--- config.mk ---
export PLATFORM = sky130hd
export DESIGN_NAME = pipe_trace_buffer
export DESIGN_NICKNAME = d
export VERILOG_FILES = /design/src/rtl/pipe_trace_buffer_pkg.sv /design/src/rtl/pipe_trace_buffer_trace_ram.sv /design/src/rtl/pipe_trace_buffer.sv
export SDC_FILE = /design/constraint.sdc
export NUM_CORES = 1
export LEC_CHECK = 0
export ABC_CLOCK_PERIOD_IN_PS = 12900
export CORE_MARGIN = 4
export CORE_UTILIZATION = 60
export CTS_CLUSTER_SIZE = 8
export DETAILED_ROUTE_END_ITERATION = 12
export PLACE_DENSITY = 0.79
export SLEW_MARGIN = 10
export SYNTH_ARGS = -nofsm -noshare
export SYNTH_HDL_FRONTEND = slang
export SYNTH_SLANG_ARGS = --single-unit
--- constraint.sdc ---
create_clock -name i_clk -period 12.9 [get_ports i_clk]
set_clock_uncertainty 0.15 [all_clocks]
set_input_delay 2.58 -clock i_clk [delete_from_list [all_inputs] [get_ports i_clk]]
set_output_delay 2.58 -clock i_clk [all_outputs]
set_load 0.005 [all_outputs]
--- src/rtl/pipe_trace_buffer_pkg.sv ---
// Shared types for the WB-stage trace buffer.
// TRACE_TIMESTAMP_EN adds a per-entry cycle timestamp field.
package pipe_trace_buffer_pkg;

  localparam int unsigned XLEN    = 32;
  localparam int unsigned REG_AW  = 5;

  typedef enum logic [1:0] {
    ST_IDLE   = 2'd0,
    ST_ARMED  = 2'd1,
    ST_POST   = 2'd2,
    ST_FROZEN = 2'd3
  } trace_state_e;

  typedef struct packed {
`ifdef TRACE_TIMESTAMP_EN
    logic [XLEN-1:0]   ts;
`endif
    logic [XLEN-1:0]   pc;
    logic [XLEN-1:0]   inst;
    logic              rd_wren;
    logic [REG_AW-1:0] rd_addr;
    logic [XLEN-1:0]   rd_data;
  } trace_entry_t;

endpackage

--- src/rtl/pipe_trace_buffer_trace_ram.sv ---
// Trace storage: one synchronous write port, one asynchronous read port.
module trace_ram #(
  parameter int unsigned DEPTH = 16,
  parameter int unsigned WIDTH = 32
) (
  input  logic                     i_clk,
  input  logic                     we,
  input  logic [$clog2(DEPTH)-1:0] waddr,
  input  logic [WIDTH-1:0]         wdata,
  input  logic [$clog2(DEPTH)-1:0] raddr,
  output logic [WIDTH-1:0]         rdata
);

  logic [WIDTH-1:0] mem [DEPTH];

  always_ff @(posedge i_clk) begin
    if (we) begin
      mem[waddr] <= wdata;
    end
  end

  assign rdata = mem[raddr];

endmodule

--- src/rtl/pipe_trace_buffer.sv ---
// Circular WB-retire trace buffer with PC trigger, post-trigger window and pop readout.
// Optional feature: define TRACE_TIMESTAMP_EN to store a cycle timestamp per entry (o_rd_ts).
module pipe_trace_buffer
  import pipe_trace_buffer_pkg::*;
#(
  parameter int unsigned DEPTH     = 16,
  parameter int unsigned POST_TRIG = 4
) (
  input  logic                    i_clk,
  input  logic                    i_reset,
  input  logic                    i_wb_vld,
  input  logic [XLEN-1:0]         i_wb_pc,
  input  logic [XLEN-1:0]         i_wb_inst,
  input  logic                    i_wb_rd_wren,
  input  logic [REG_AW-1:0]       i_wb_rd_addr,
  input  logic [XLEN-1:0]         i_wb_rd_data,
  input  logic                    i_arm,
  input  logic                    i_trig_en,
  input  logic [XLEN-1:0]         i_trig_pc,
  output logic                    o_rd_vld,
  input  logic                    i_rd_rdy,
  output logic [XLEN-1:0]         o_rd_pc,
  output logic [XLEN-1:0]         o_rd_inst,
  output logic                    o_rd_wren,
  output logic [REG_AW-1:0]       o_rd_addr,
  output logic [XLEN-1:0]         o_rd_data,
`ifdef TRACE_TIMESTAMP_EN
  output logic [XLEN-1:0]         o_rd_ts,
`endif
  output logic [1:0]              o_state,
  output logic [$clog2(DEPTH):0]  o_count
);

  localparam int unsigned AW = $clog2(DEPTH);
  localparam int unsigned CW = AW + 1;
  localparam int unsigned EW = $bits(trace_entry_t);

  trace_state_e  state_q, state_d;
  logic [AW-1:0] wr_ptr_q, wr_ptr_d;
  logic [CW-1:0] count_q, count_d;
  logic [AW-1:0] post_q, post_d;
  logic          capture;
  logic          trig_hit;
  logic [AW-1:0] rd_ptr;
  trace_entry_t  wr_entry;
  trace_entry_t  rd_entry;

  // State and pointer registers
  always_ff @(posedge i_clk or negedge i_reset) begin
    if (!i_reset) begin
      state_q  <= ST_IDLE;
      wr_ptr_q <= '0;
      count_q  <= '0;
      post_q   <= '0;
    end else begin
      state_q  <= state_d;
      wr_ptr_q <= wr_ptr_d;
      count_q  <= count_d;
      post_q   <= post_d;
    end
  end

  assign trig_hit = i_trig_en && i_wb_vld && (i_wb_pc == i_trig_pc);

  // Next-state: arm restarts from any state and outranks trigger and pop
  always_comb begin
    state_d  = state_q;
    wr_ptr_d = wr_ptr_q;
    count_d  = count_q;
    post_d   = post_q;
    capture  = 1'b0;
    if (i_arm) begin
      state_d  = ST_ARMED;
      wr_ptr_d = '0;
      count_d  = '0;
      post_d   = '0;
    end else begin
      unique case (state_q)
        ST_IDLE: begin
        end
        ST_ARMED: begin
          capture = i_wb_vld;
          if (trig_hit) begin
            if (POST_TRIG == 0) begin
              state_d = ST_FROZEN;
            end else begin
              state_d = ST_POST;
              post_d  = AW'(POST_TRIG);
            end
          end
        end
        ST_POST: begin
          capture = i_wb_vld;
          if (i_wb_vld) begin
            post_d = post_q - AW'(1);
            if (post_q <= AW'(1)) begin
              state_d = ST_FROZEN;
            end
          end
        end
        ST_FROZEN: begin
          if (count_q == '0) begin
            state_d = ST_IDLE;
          end else if (i_rd_rdy) begin
            count_d = count_q - CW'(1);
          end
        end
        default: state_d = ST_IDLE;
      endcase
      if (capture) begin
        wr_ptr_d = wr_ptr_q + AW'(1);
        if (count_q != CW'(DEPTH)) begin
          count_d = count_q + CW'(1);
        end
      end
    end
  end

`ifdef TRACE_TIMESTAMP_EN
  logic [XLEN-1:0] ts_q;

  always_ff @(posedge i_clk or negedge i_reset) begin
    if (!i_reset) begin
      ts_q <= '0;
    end else begin
      ts_q <= ts_q + XLEN'(1);
    end
  end
`endif

  always_comb begin
    wr_entry         = '0;
    wr_entry.pc      = i_wb_pc;
    wr_entry.inst    = i_wb_inst;
    wr_entry.rd_wren = i_wb_rd_wren;
    wr_entry.rd_addr = i_wb_rd_addr;
    wr_entry.rd_data = i_wb_rd_data;
`ifdef TRACE_TIMESTAMP_EN
    wr_entry.ts      = ts_q;
`endif
  end

  // Oldest entry sits count entries behind the write pointer
  assign rd_ptr = wr_ptr_q - count_q[AW-1:0];

  trace_ram #(
    .DEPTH (DEPTH),
    .WIDTH (EW)
  ) u_trace_ram (
    .i_clk (i_clk),
    .we    (capture),
    .waddr (wr_ptr_q),
    .wdata (wr_entry),
    .raddr (rd_ptr),
    .rdata (rd_entry)
  );

  // Read fields are zeroed whenever nothing is offered, including in reset
  always_comb begin
    o_rd_vld  = (state_q == ST_FROZEN) && (count_q != '0);
    o_rd_pc   = o_rd_vld ? rd_entry.pc      : '0;
    o_rd_inst = o_rd_vld ? rd_entry.inst    : '0;
    o_rd_wren = o_rd_vld ? rd_entry.rd_wren : 1'b0;
    o_rd_addr = o_rd_vld ? rd_entry.rd_addr : '0;
    o_rd_data = o_rd_vld ? rd_entry.rd_data : '0;
`ifdef TRACE_TIMESTAMP_EN
    o_rd_ts   = o_rd_vld ? rd_entry.ts      : '0;
`endif
  end

  assign o_state = state_q;
  assign o_count = count_q;

endmodule

==> After elaboration in Yosys (flattened, before gate mapping) <==
Memories as Yosys holds them, arrays and structs flattened.
Index checks and enable logic that the tools add are counted.
{ "totals": {"n_memories": 1, "out_inout_bits": 110, "elab_cells": 59, "register_bits": 15, "input_bits": 140, "ram_bits": 1632} }
{ "memory_table": {"columns": ["name", "words", "word_bits", "read_ports", "rd_ports_with_merged_regs", "write_ports", "line", "rtl"], "rows": [
  ["u_trace_ram.mem", 16, 102, 1, 0, 1, "pipe_trace_buffer_trace_ram.sv:14", "logic [WIDTH-1:0] mem [DEPTH];"]
]} }
{ "classes": {"add_sub_neg": 5, "eq_ne": 9, "mux": 28, "reduce_logical": 11, "n_lt_le_gt_ge": 1} }
{ "ops": {"columns": ["cell", "n"], "rows": [
  ["32-bit 2-to-1 mux", 3],
  ["5-bit 2-to-1 mux", 7],
  ["32-bit == test", 1],
  ["4-bit 2-to-1 mux", 5],
  ["3-bit != test (second input constant)", 4],
  ["2-bit 2-to-1 mux", 5],
  ["4-bit one-hot mux with 2 select lines", 1],
  ["1-bit 2-to-1 mux", 6],
  ["2-bit one-hot mux with 3 select lines", 1],
  ["5-bit by 1-bit adder with 5-bit output (second input constant)", 1],
  ["5-bit zero test", 1],
  ["5-bit != test (second input constant)", 1],
  ["5-bit AND reduction", 1],
  ["5-bit nonzero test", 1],
  ["5-bit by 1-bit subtractor with 5-bit output (second input constant)", 1],
  ["4-bit by 1-bit adder with 4-bit output (second input constant)", 1],
  ["2-bit == test (second input constant)", 2],
  ["4-bit by 1-bit <= comparator with 1-bit output (second input constant)", 1],
  ["4-bit nonzero test", 1],
  ["4-bit by 1-bit subtractor with 4-bit output (second input constant)", 1],
  ["4-bit subtractor", 1],
  ["1-bit logical AND", 3],
  ["3-bit AND reduction", 1],
  ["3-bit nonzero test", 1],
  ["3 further kinds", 3]
]} }

==> Longest topological paths before layout <==
Gate-level depths: netlist of the first run.
{ "logic_depth": {"ltp_word": 7, "mapped_depth": 10, "ltp_nobuf": 9} }

==> Modules after synthesis <==
From an unflattened synthesis of the first run, not the netlist that was laid out.
{ "hier_totals": {"cells_unflattened": 2792, "hier_area_um2": 63103.0} }
{ "modules_own_cells": {"columns": ["mod", "area_per_inst_um2", "cells_each", "seq_area_each_um2", "instances"], "rows": [
  ["trace_ram", 60919.7, 2508, 49007.0, 1],
  ["pipe_trace_buffer", 2183.3, 284, 375.4, 1]
]} }

==> Worst setup path after synthesis of the first run <==
Ideal clock, no wire load.
{ "synth_path": {"kind": "input to register", "start": "in i_arm", "end": "mem u_trace_ram.mem[2][0] in the netlist's numbering, enable pin", "path_slack_ns": 2.105, "required_time_ns": 12.062, "path_buffers": 0, "stages": 2, "arrival_ns": 9.957, "setup_time_ns": 0.688, "cell_sequence": "or3b_2 -> nor3_1"} }
{ "synth_between": {"elab_chain_len": 3} }
{ "synth_lines": {"columns": ["item", "line", "rtl"], "rows": [
  ["from (decl)", "pipe_trace_buffer.sv:17", "input logic i_arm,"],
  ["1-bit 2-to-1 mux", "pipe_trace_buffer.sv:72", "if (i_arm) begin"],
  ["1-bit 2-to-1 mux", "pipe_trace_buffer_trace_ram.sv:17", "if (we) begin"],
  ["1-bit 2-to-1 mux (implied by the code)", "pipe_trace_buffer_trace_ram.sv:18", "mem[waddr] <= wdata;"],
  ["to (decl)", "pipe_trace_buffer_trace_ram.sv:14", null]
]} }
Every way passes these cells.

==> Final worst setup path of the first run <==
{ "layout_path": {"start": "reg wr_ptr_q[0]", "end": "out o_rd_inst[0]"} }
{ "layout_between": {"elab_chain_len": 3} }
{ "layout_lines": {"columns": ["item", "line", "rtl"], "rows": [
  ["from (decl)", "pipe_trace_buffer.sv:39", "logic [AW-1:0] wr_ptr_q, wr_ptr_d;"],
  ["from (signal assigned)", "pipe_trace_buffer.sv:57", "wr_ptr_q <= wr_ptr_d;"],
  ["4-bit subtractor", "pipe_trace_buffer.sv:144", "assign rd_ptr = wr_ptr_q - count_q[AW-1:0];"],
  ["memory read 16 x 102 bit", null, null],
  ["32-bit 2-to-1 mux", "pipe_trace_buffer.sv:162", "o_rd_inst = o_rd_vld ? rd_entry.inst : '0;"],
  ["to (decl)", "pipe_trace_buffer.sv:23", "output logic [XLEN-1:0] o_rd_inst,"]
]} }
Every way passes these cells.

==> results of run 1 <==
[through the flow]
step | setup slack [ns] | power (mW)
after floorplan | 2.10 | 11.4
after detailed placement | 5.00 | 12.9
final | 4.06 | 18.0
after global placement | 5.08 | 12.7
after CTS | 4.06 | 18.1
after global routing | 3.92 | 18.8
[sequential cells by signal, summed over array words and instances, names as in the netlist]
name             count
u_trace_ram.mem   1632
o_count              5
post_q               4
wr_ptr_q             4
o_state              2
[synth_stat cells, types with 3 or more instances]
cell type,number
sky130_fd_sc_hd__nand3_1,5
sky130_fd_sc_hd__nor4_1,3
sky130_fd_sc_hd__clkbuf_1,75
sky130_fd_sc_hd__mux2i_1,108
sky130_fd_sc_hd__buf_4,35
sky130_fd_sc_hd__nand2b_1,5
sky130_fd_sc_hd__xnor2_1,12
sky130_fd_sc_hd__nor3_1,10
sky130_fd_sc_hd__a211oi_1,205
sky130_fd_sc_hd__o21ai_0,7
sky130_fd_sc_hd__and2_1,115
sky130_fd_sc_hd__buf_2,41
sky130_fd_sc_hd__buf_1,15
sky130_fd_sc_hd__nor2_1,16
sky130_fd_sc_hd__ha_1,14
sky130_fd_sc_hd__edfxtp_1,1632
sky130_fd_sc_hd__a31oi_1,3
sky130_fd_sc_hd__nand2_1,17
sky130_fd_sc_hd__nand4_1,6
sky130_fd_sc_hd__inv_1,18
sky130_fd_sc_hd__mux4_2,408
sky130_fd_sc_hd__nand3b_1,3
sky130_fd_sc_hd__xor2_1,25
sky130_fd_sc_hd__dfrtp_1,15
sky130_fd_sc_hd__a21oi_1,11
[power groups by stage]
stage / sequential, mW / combinational (mW) / clock (mW)
finish: 6.12 / 6.76 / 5.08
global placement: 6.20 / 6.55 / 0
detailed placement: 6.22 / 6.72 / 0
CTS: 6.12 / 6.83 / 5.15
global route: 6.13 / 7.23 / 5.40
floorplan: 6.21 / 5.20 / 0
[worst paths after layout]
check / startpoint / endpoint / slack (ns) / cells past startpoint
min: wr_ptr_q[1]$_DFFE_PN0P_ / wr_ptr_q[1]$_DFFE_PN0P_ / 0.49 / 2
min reg2reg: wr_ptr_q[1]$_DFFE_PN0P_ / wr_ptr_q[1]$_DFFE_PN0P_ / 0.49 / 2
max reg2reg: o_state[0]$_DFFE_PN0P_ / u_trace_ram.mem[11][99]$_DFFE_PP_ / 8.60 / 7
max: wr_ptr_q[0]$_DFFE_PN0P_ / o_rd_inst[0] / 4.06 / 10
max in group asynchronous: i_reset / o_count[1]$_DFF_PN0_ / 10.01 / 1
min in group asynchronous: i_reset / o_state[0]$_DFFE_PN0P_ / 2.08 / 1
[cell type report]
type	instances	area, um^2
diodes	14	35.0
clock buffers	237	5650
clock inverters	14	265
fillers	5936	31600
inverters	18	67.6
multi-input cells	1005	13900
flip-flops and latches	1647	49400
well taps	1391	1740
repair buffers	308	2960
[per-layer routing]
metal / track usage / vias up / share of wire
li1: - / 12700 / -
met1: 0.389 / 16700 / 0.38
met2: 0.443 / 1936 / 0.50
met3: 0.0624 / 252 / 0.098
met4: 0.0782 / 12 / 0.021
met5: 0 / - / 0.00052
[logic make-up (layout without fill, tap and decap cells)]
group                    Yosys count  count (layout)  synth area share
XOR/XNOR                          39              39           0.00557
flip-flops                      1647            1647             0.771
adder cells (fa/ha/maj)           15              15           0.00305
AND/OR/NAND/NOR                  194             194            0.0180
other                              0              14                 0
multiplexers                     516             516             0.160
AO/OA/AOI/OAI                    241             241            0.0277
buffers and inverters            185             577            0.0138
[worst reg2reg max path, stage by stage, from the launching register on]
cell and delay [ns]:
sky130_fd_sc_hd__dfrtp_1 0.44, sky130_fd_sc_hd__inv_1 0.07, sky130_fd_sc_hd__ha_1 0.31, sky130_fd_sc_hd__nand2b_1 0.32, sky130_fd_sc_hd__nor3_1 0.41, sky130_fd_sc_hd__and2_4 0.34
sky130_fd_sc_hd__buf_4 0.83, sky130_fd_sc_hd__buf_4 0.98
==> impl_results.html, run 1 <==
<table>
<tr><th>Metric</th><th>Value</th></tr>
<tr><th colspan="2">Worst setup path</th></tr>
<tr><td>Max Fanout on Critical Path</td><td>65</td></tr>
<tr><td>Master of the slowest instance on the critical path</td><td>sky130_fd_sc_hd__fa_4</td></tr>
<tr><td>Critical path required time</td><td>around 10 ns</td></tr>
<tr><td>Critical Path Source Type</td><td>flop</td></tr>
<tr><td>Worst Path Arrival</td><td>6.11 ns</td></tr>
<tr><td>Kind of cell with the highest combined delay on the critical path</td><td>buffers and inverters</td></tr>
<tr><td>Type of destination of the critical path</td><td>primary output</td></tr>
<tr><td>Critical path class</td><td>flop to primary output</td></tr>
<tr><td>Cells traversed along the worst timing path</td><td>inv_1, ha_4, fa_4, buf_4, buf_4, mux4_2, and2_1, a211oi_1, a211oi_1, clkdlybuf4s50_1</td></tr>
<tr><td>Sum of buffers and inverters on the critical path</td><td>4</td></tr>
<tr><td>Maximum single-stage delay on the critical path</td><td>~1.2 ns</td></tr>
<tr><th colspan="2">Die</th></tr>
<tr><td>Height of the chip</td><td>approximately 330 um</td></tr>
<tr><td>Site row count</td><td>119</td></tr>
<tr><td>Initial cell density of the core</td><td>0.606</td></tr>
<tr><td>Horizontal die dimension</td><td>335 um</td></tr>
<tr><td>Number of primary I/O pins</td><td>250</td></tr>
<tr><td>Floorplan die area</td><td>around 0.11 mm^2</td></tr>
<tr><td>Core footprint</td><td>approximately 0.11 mm^2</td></tr>
<tr><th colspan="2">Synth</th></tr>
<tr><td>Primary flip-flop cell chosen by synthesis mapping</td><td>sky130_fd_sc_hd__edfxtp_1</td></tr>
<tr><td>Synth async-reset ratio</td><td>0.00911</td></tr>
<tr><td>Post-synthesis instance area</td><td>~0.064 mm^2</td></tr>
<tr><td>Synthesis warning total</td><td>0</td></tr>
<tr><td>Number of flops mapped to enable cells by yosys</td><td>1,632</td></tr>
<tr><td>Sequential cell area fraction in the yosys report</td><td>0.771</td></tr>
<tr><td>Post-Synthesis Net Count</td><td>about 3,000</td></tr>
<tr><td>Proportion of netlist area held by the largest area contributor</td><td>0.766</td></tr>
<tr><td>Cell types with the largest area share after synthesis</td><td>sky130_fd_sc_hd__edfxtp_1 77%, sky130_fd_sc_hd__mux4_2 14%, sky130_fd_sc_hd__a211oi_1 2.4%, sky130_fd_sc_hd__mux2i_1 1.7%, sky130_fd_sc_hd__and2_1 1.1%</td></tr>
<tr><td>Seq cells post-synth</td><td>about 1,600</td></tr>
<tr><td>Number of distinct library cells after synthesis</td><td>53</td></tr>
<tr><td>Dominant cell type by area after synthesis</td><td>sky130_fd_sc_hd__edfxtp_1</td></tr>
<tr><td>Mean instance size in the synthesized netlist</td><td>between 20 and 25 um^2</td></tr>
<tr><td>Gate count of the mapped netlist</td><td>between 2,000 and 3,000</td></tr>
<tr><th colspan="2">Timing</th></tr>
<tr><td>Total setup violations reported at the end of the flow</td><td>0</td></tr>
<tr><td>Final setup TNS</td><td>0 ns</td></tr>
<tr><td>Number of pins with negative max-slew slack in the final report</td><td>0</td></tr>
<tr><td>Worst hold slack</td><td>0.487 ns</td></tr>
<tr><td>Ratio of final minimum period to clock period</td><td>0.685</td></tr>
<tr><td>Slew @ Worst Pin</td><td>~1.2 ns</td></tr>
<tr><td>Final Hold Viols</td><td>0</td></tr>
<tr><td>Minimum clock period</td><td>8.84 ns</td></tr>
<tr><td>Relative slew slack</td><td>0.190</td></tr>
<tr><td>Achievable Freq</td><td>about 110 MHz</td></tr>
<tr><td>Setup repair after global routing missed its margin</td><td>no</td></tr>
<tr><th colspan="2">Pwr</th></tr>
<tr><td>Leakage power figure</td><td>around 23 nW</td></tr>
<tr><td>Net switching component of the power</td><td>about 5.7 mW</td></tr>
<tr><td>Worst IR drop on VDD</td><td>roughly 300 uV</td></tr>
<tr><td>Internal power</td><td>12.3 mW</td></tr>
<tr><td>Clk network pwr share</td><td>0.283</td></tr>
<tr><td>Combinational fraction of design power</td><td>0.376</td></tr>
<tr><td>Sequential fraction of design power</td><td>0.341</td></tr>
<tr><td>Fraction of power spent switching nets</td><td>0.316</td></tr>
<tr><td>PwrDens</td><td>between 200 and 250 mW/mm^2</td></tr>
<tr><th colspan="2">Placed design</th></tr>
<tr><td>Half-perimeter wire length after placement</td><td>73,400 um</td></tr>
<tr><td>IO buf count</td><td>249</td></tr>
<tr><td>Routability congestion estimate from global placement</td><td>~0.75</td></tr>
<tr><td>Placed cell area</td><td>0.0680 mm^2</td></tr>
<tr><td>Number of placed cells counting well taps</td><td>about 4,400</td></tr>
<tr><th colspan="2">Layout</th></tr>
<tr><td>Most common cell after layout, fill and taps aside</td><td>sky130_fd_sc_hd__edfxtp_1</td></tr>
<tr><td>Area growth from synthesis to layout</td><td>15.6%</td></tr>
<tr><td>Share of the core filled with cells in the final layout</td><td>0.701</td></tr>
<tr><td>Post-route insts no fill</td><td>around 4,600</td></tr>
<tr><td>Most frequent cells in the layout</td><td>1,632 x sky130_fd_sc_hd__edfxtp_1, 408 x sky130_fd_sc_hd__mux4_2, 249 x sky130_fd_sc_hd__clkdlybuf4s50_1</td></tr>
<tr><td>Number of nets in the layout</td><td>3,358</td></tr>
<tr><td>Design Area, Final</td><td>~0.074 mm^2</td></tr>
<tr><td>Fraction of layout cells with a size suffix above 1</td><td>0.227</td></tr>
<tr><th colspan="2">Global route</th></tr>
<tr><td>All-Layer GR Usage</td><td>0.275</td></tr>
<tr><td>Largest net degree at the start of global routing</td><td>between 100 and 150</td></tr>
<tr><td>First-pass GRT wire length</td><td>between 200,000 and 250,000 um</td></tr>
<tr><td>Final global-route overflow total</td><td>0</td></tr>
<tr><td>Number of antenna violations at the first check in global routing</td><td>22</td></tr>
<tr><td>Via count of the first global-routing pass</td><td>33,400</td></tr>
<tr><th colspan="2">Route</th></tr>
<tr><td>Number of antenna-violating nets in the routed design</td><td>0</td></tr>
<tr><td>Routed length per instance</td><td>around 33 um</td></tr>
<tr><td>First-iteration detailed-routing DRC count</td><td>approximately 4,000</td></tr>
<tr><td>Vias after detailed routing</td><td>31,600</td></tr>
<tr><td>Number of design rule violations left after detail routing</td><td>0</td></tr>
<tr><td>Drt via density</td><td>between 6 and 7</td></tr>
<tr><td>Count of TritonRoute iterations in the first routing pass</td><td>5</td></tr>
<tr><td>Total Wirelength</td><td>~150,000 um</td></tr>
<tr><th colspan="2">Clock network</th></tr>
<tr><td>Clk_lat worst skew</td><td>around 0.8 ns</td></tr>
<tr><td>Clk pin slew, worst setup/hold paths</td><td>about 0.050 ns</td></tr>
<tr><td>Total number of clock tree sinks</td><td>~1,600</td></tr>
<tr><td>Buffer depth of the longest clock path</td><td>3</td></tr>
<tr><td>CTS tree</td><td>yes</td></tr>
<tr><td>Number of gates resized after CTS</td><td>0</td></tr>
<tr><td>Inserted Clock Buffers</td><td>between 200 and 250</td></tr>
<tr><td>CTS root buffer</td><td>sky130_fd_sc_hd__clkbuf_16</td></tr>
<tr><td>H-Tree Level Count</td><td>4</td></tr>
<tr><td>Hold bufs inserted after CTS</td><td>0</td></tr>
<tr><td>Buffers inserted during post-CTS setup optimization</td><td>0</td></tr>
<tr><th colspan="2">Worst hold path</th></tr>
<tr><td>Tightest Hold Check Type</td><td>flop to flop</td></tr>
<tr><th colspan="2">Status</th></tr>
<tr><td>Outcome</td><td>complete, no violations</td></tr>
<tr><th colspan="2">Flow run</th></tr>
<tr><td>Max Cap Viol</td><td>0</td></tr>
</table>
Note: power is estimated with default switching activity, not from simulation.
==> inputs of run 2 (changes only) <==
Settings changed: ABC_CLOCK_PERIOD_IN_PS 12900 to 8900.
Clock period 12.9 ns to 8.9 ns, I/O delays scaled along.
==> impl_results.html, run 2 (synthesis results as in run 1) <==
<table>
<tr><th>Metric</th><th>Value</th></tr>
<tr><th colspan="2">Route</th></tr>
<tr><td>Total Wirelength</td><td>between 150,000 and 200,000 um</td></tr>
<tr><td>Number of design rule violations left after detail routing</td><td>0</td></tr>
<tr><td>Vias after detailed routing</td><td>roughly 32,000</td></tr>
<tr><td>Routed length per instance</td><td>33.7 um</td></tr>
<tr><td>Count of TritonRoute iterations in the first routing pass</td><td>5</td></tr>
<tr><td>First-iteration detailed-routing DRC count</td><td>approximately 4,400</td></tr>
<tr><td>Drt via density</td><td>just under 7</td></tr>
<tr><td>Number of antenna-violating nets in the routed design</td><td>0</td></tr>
<tr><th colspan="2">Global route</th></tr>
<tr><td>Via count of the first global-routing pass</td><td>33,800</td></tr>
<tr><td>Number of antenna violations at the first check in global routing</td><td>15</td></tr>
<tr><td>Final global-route overflow total</td><td>0</td></tr>
<tr><td>All-Layer GR Usage</td><td>0.283</td></tr>
<tr><td>Largest net degree at the start of global routing</td><td>around 160</td></tr>
<tr><td>First-pass GRT wire length</td><td>about 230,000 um</td></tr>
<tr><th colspan="2">Layout</th></tr>
<tr><td>Footprint of the multi-input gates</td><td>0.0139 mm^2</td></tr>
<tr><td>Total of fill cells in the finished design</td><td>roughly 5,900</td></tr>
<tr><td>Most frequent cells in the layout</td><td>1,632 x sky130_fd_sc_hd__edfxtp_1, 408 x sky130_fd_sc_hd__mux4_2, 249 x sky130_fd_sc_hd__clkdlybuf4s50_1</td></tr>
<tr><td>Design Area, Final</td><td>approximately 0.074 mm^2</td></tr>
<tr><td>Max FFs per register</td><td>1,632</td></tr>
<tr><td>Largest register by flop count</td><td>u_trace_ram.mem</td></tr>
<tr><td>Number of nets in the layout</td><td>3,353</td></tr>
<tr><td>Most common cell after layout, fill and taps aside</td><td>sky130_fd_sc_hd__edfxtp_1</td></tr>
<tr><td>Area growth from synthesis to layout</td><td>15.8%</td></tr>
<tr><td>FF+latch area</td><td>slightly below 0.05 mm^2</td></tr>
<tr><td>Fraction of layout cells with a size suffix above 1</td><td>0.226</td></tr>
<tr><th colspan="2">Clock network</th></tr>
<tr><td>Hold bufs inserted after CTS</td><td>0</td></tr>
<tr><td>Number of gates resized after CTS</td><td>0</td></tr>
<tr><td>Clk pin slew, worst setup/hold paths</td><td>around 0.050 ns</td></tr>
<tr><td>Total number of clock tree sinks</td><td>between 1,500 and 2,000</td></tr>
<tr><td>Clk_lat worst skew</td><td>roughly 0.76 ns</td></tr>
<tr><td>Buffers inserted during post-CTS setup optimization</td><td>0</td></tr>
<tr><td>H-Tree Level Count</td><td>4</td></tr>
<tr><td>Buffer depth of the longest clock path</td><td>3</td></tr>
<tr><td>CTS tree</td><td>yes</td></tr>
<tr><td>CTS root buffer</td><td>sky130_fd_sc_hd__clkbuf_16</td></tr>
<tr><td>Inserted Clock Buffers</td><td>approximately 220</td></tr>
<tr><th colspan="2">Die</th></tr>
<tr><td>Core footprint</td><td>0.106 mm^2</td></tr>
<tr><td>Number of primary I/O pins</td><td>between 200 and 300</td></tr>
<tr><td>Site row count</td><td>119</td></tr>
<tr><td>Floorplan die area</td><td>0.112 mm^2</td></tr>
<tr><td>Initial cell density of the core</td><td>0.606</td></tr>
<tr><td>Height of the chip</td><td>around 330 um</td></tr>
<tr><td>Horizontal die dimension</td><td>335 um</td></tr>
<tr><th colspan="2">Pwr</th></tr>
<tr><td>Net switching component of the power</td><td>approximately 8.3 mW</td></tr>
<tr><td>Internal power</td><td>17.9 mW</td></tr>
<tr><td>Worst IR drop on VDD</td><td>494 uV</td></tr>
<tr><td>Combinational fraction of design power</td><td>0.382</td></tr>
<tr><td>PwrDens</td><td>about 350 mW/mm^2</td></tr>
<tr><td>Sequential fraction of design power</td><td>0.338</td></tr>
<tr><td>Leakage power figure</td><td>about 23 nW</td></tr>
<tr><td>Clk network pwr share</td><td>0.280</td></tr>
<tr><td>Fraction of power spent switching nets</td><td>0.317</td></tr>
<tr><th colspan="2">Worst hold path</th></tr>
<tr><td>Origin of the worst min-delay path</td><td>o_count[3]$_DFF_PN0_</td></tr>
<tr><td>Tightest Hold Check Type</td><td>flop to flop</td></tr>
<tr><th colspan="2">Timing</th></tr>
<tr><td>Ratio of final minimum period to clock period</td><td>0.810</td></tr>
<tr><td>Slew @ Worst Pin</td><td>approximately 1.1 ns</td></tr>
<tr><td>Final setup TNS</td><td>0 ns</td></tr>
<tr><td>Final Hold Viols</td><td>0</td></tr>
<tr><td>Achievable Freq</td><td>roughly 140 MHz</td></tr>
<tr><td>Setup repair after global routing missed its margin</td><td>no</td></tr>
<tr><td>Total setup violations reported at the end of the flow</td><td>0</td></tr>
<tr><td>Minimum clock period</td><td>7.21 ns</td></tr>
<tr><td>Number of pins with negative max-slew slack in the final report</td><td>0</td></tr>
<tr><td>Relative slew slack</td><td>0.238</td></tr>
<tr><th colspan="2">Worst setup path</th></tr>
<tr><td>Worst reg2reg path startpoint</td><td>o_state[0]$_DFFE_PN0P_</td></tr>
<tr><td>Critical Path Source Type</td><td>flop</td></tr>
<tr><td>Type of destination of the critical path</td><td>primary output</td></tr>
<tr><td>Worst Path Arrival</td><td>5.28 ns</td></tr>
<tr><td>Max Fanout on Critical Path</td><td>84</td></tr>
<tr><td>Critical path class</td><td>flop to primary output</td></tr>
<tr><td>Worst setup path start</td><td>wr_ptr_q[0]$_DFFE_PN0P_</td></tr>
<tr><td>Critical path required time</td><td>about 7.0 ns</td></tr>
<tr><th colspan="2">Status</th></tr>
<tr><td>Outcome</td><td>complete, no violations</td></tr>
<tr><th colspan="2">Flow run</th></tr>
<tr><td>Max Cap Viol</td><td>0</td></tr>
<tr><th colspan="2">Placed design</th></tr>
<tr><td>IO buf count</td><td>249</td></tr>
<tr><td>Half-perimeter wire length after placement</td><td>73,800 um</td></tr>
<tr><td>Routability congestion estimate from global placement</td><td>between 0.7 and 0.8</td></tr>
<tr><td>Placed cell area</td><td>0.0682 mm^2</td></tr>
</table>
## run 2: cell types whose count changed in the layout (fill, tap and decap cells not counted)
cell / delta
sky130_fd_sc_hd__buf_12: +18
sky130_fd_sc_hd__clkbuf_8: +1
sky130_fd_sc_hd__inv_6: +4
sky130_fd_sc_hd__diode_2: -1
sky130_fd_sc_hd__clkinv_8: -6
sky130_fd_sc_hd__clkinv_16: -1
sky130_fd_sc_hd__nor3_2: -2
sky130_fd_sc_hd__clkinv_4: +1
sky130_fd_sc_hd__clkbuf_16: +2
sky130_fd_sc_hd__buf_4: -24
sky130_fd_sc_hd__inv_16: -1
sky130_fd_sc_hd__nor3_4: +2
sky130_fd_sc_hd__clkbuf_1: -5
## run 2: metal layers
metal / GRT usage / part of all wire
met1: 0.395 / 0.37
met2: 0.458 / 0.50
met3: 0.0598 / 0.10
met4: 0.0975 / 0.030
met5: 0 / 0.00029
## run 2: worst max-delay path, cell delays in order (launching register included)
cell and delay [ns]:
sky130_fd_sc_hd__dfrtp_1 0.40, sky130_fd_sc_hd__inv_1 0.15, sky130_fd_sc_hd__ha_4 0.20, sky130_fd_sc_hd__fa_4 1.33, sky130_fd_sc_hd__buf_12 0.49, sky130_fd_sc_hd__mux4_2 0.30
sky130_fd_sc_hd__and2_1 0.13, sky130_fd_sc_hd__a211oi_1 0.07, sky130_fd_sc_hd__a211oi_1 0.70, sky130_fd_sc_hd__clkdlybuf4s50_1 0.64
## run 2: power groups by stage
stage	clock network [mW]	logic (mW)	registers (mW)
finish	7.36	10.0	8.87
global route	7.80	10.7	8.88
CTS	7.43	10.1	8.87
detailed placement	0	9.90	9.01
global placement	0	9.64	8.99
floorplan	0	7.54	9.00
## run 2: final timing paths
path / slack, ns / end / depth (start not counted)
max in group asynchronous: 6.75 / o_count[0]$_DFF_PN0_ / 1
worst max-delay path: 1.69 / o_rd_pc[27] / 9
worst min register to register: 0.50 / o_count[4]$_DFF_PN0_ / 2
min in group asynchronous: 1.34 / o_state[0]$_DFFE_PN0P_ / 1
worst max register to register: 4.59 / u_trace_ram.mem[7][27]$_DFFE_PP_ / 7
worst min-delay path: 0.50 / o_count[4]$_DFF_PN0_ / 2
## run 2: cell type report
type / instances / area share
clock buffer: 235 / 0.0769
multi-input combinational: 1005 / 0.187
clock inverter: 11 / 0.00218
inverter: 18 / 0.000912
sequential: 1647 / 0.666
antenna: 13 / 0.000439
timing repair buffer: 302 / 0.0424
tap: 1391 / 0.0235
## run 2: stage by stage
| step | hold WS (ns) | setup slack, ns | instances | power [mW] | utilization |
|---|---|---|---|---|---|
| final | 0.496 | 1.69 | 4622 | 26.3 | 0.702 |
| after global routing | 0.533 | 1.56 | 4614 | 27.3 | 0.702 |
| after CTS | 0.496 | 1.74 | 4609 | 26.4 | 0.702 |
| after detailed placement | 0.480 | 2.63 | 4363 | 18.9 | 0.646 |
| after global placement | 0.438 | 2.63 | 4363 | 18.6 | 0.646 |
| after floorplan | 0.417 | 1.66 | 2837 | 16.5 | - |
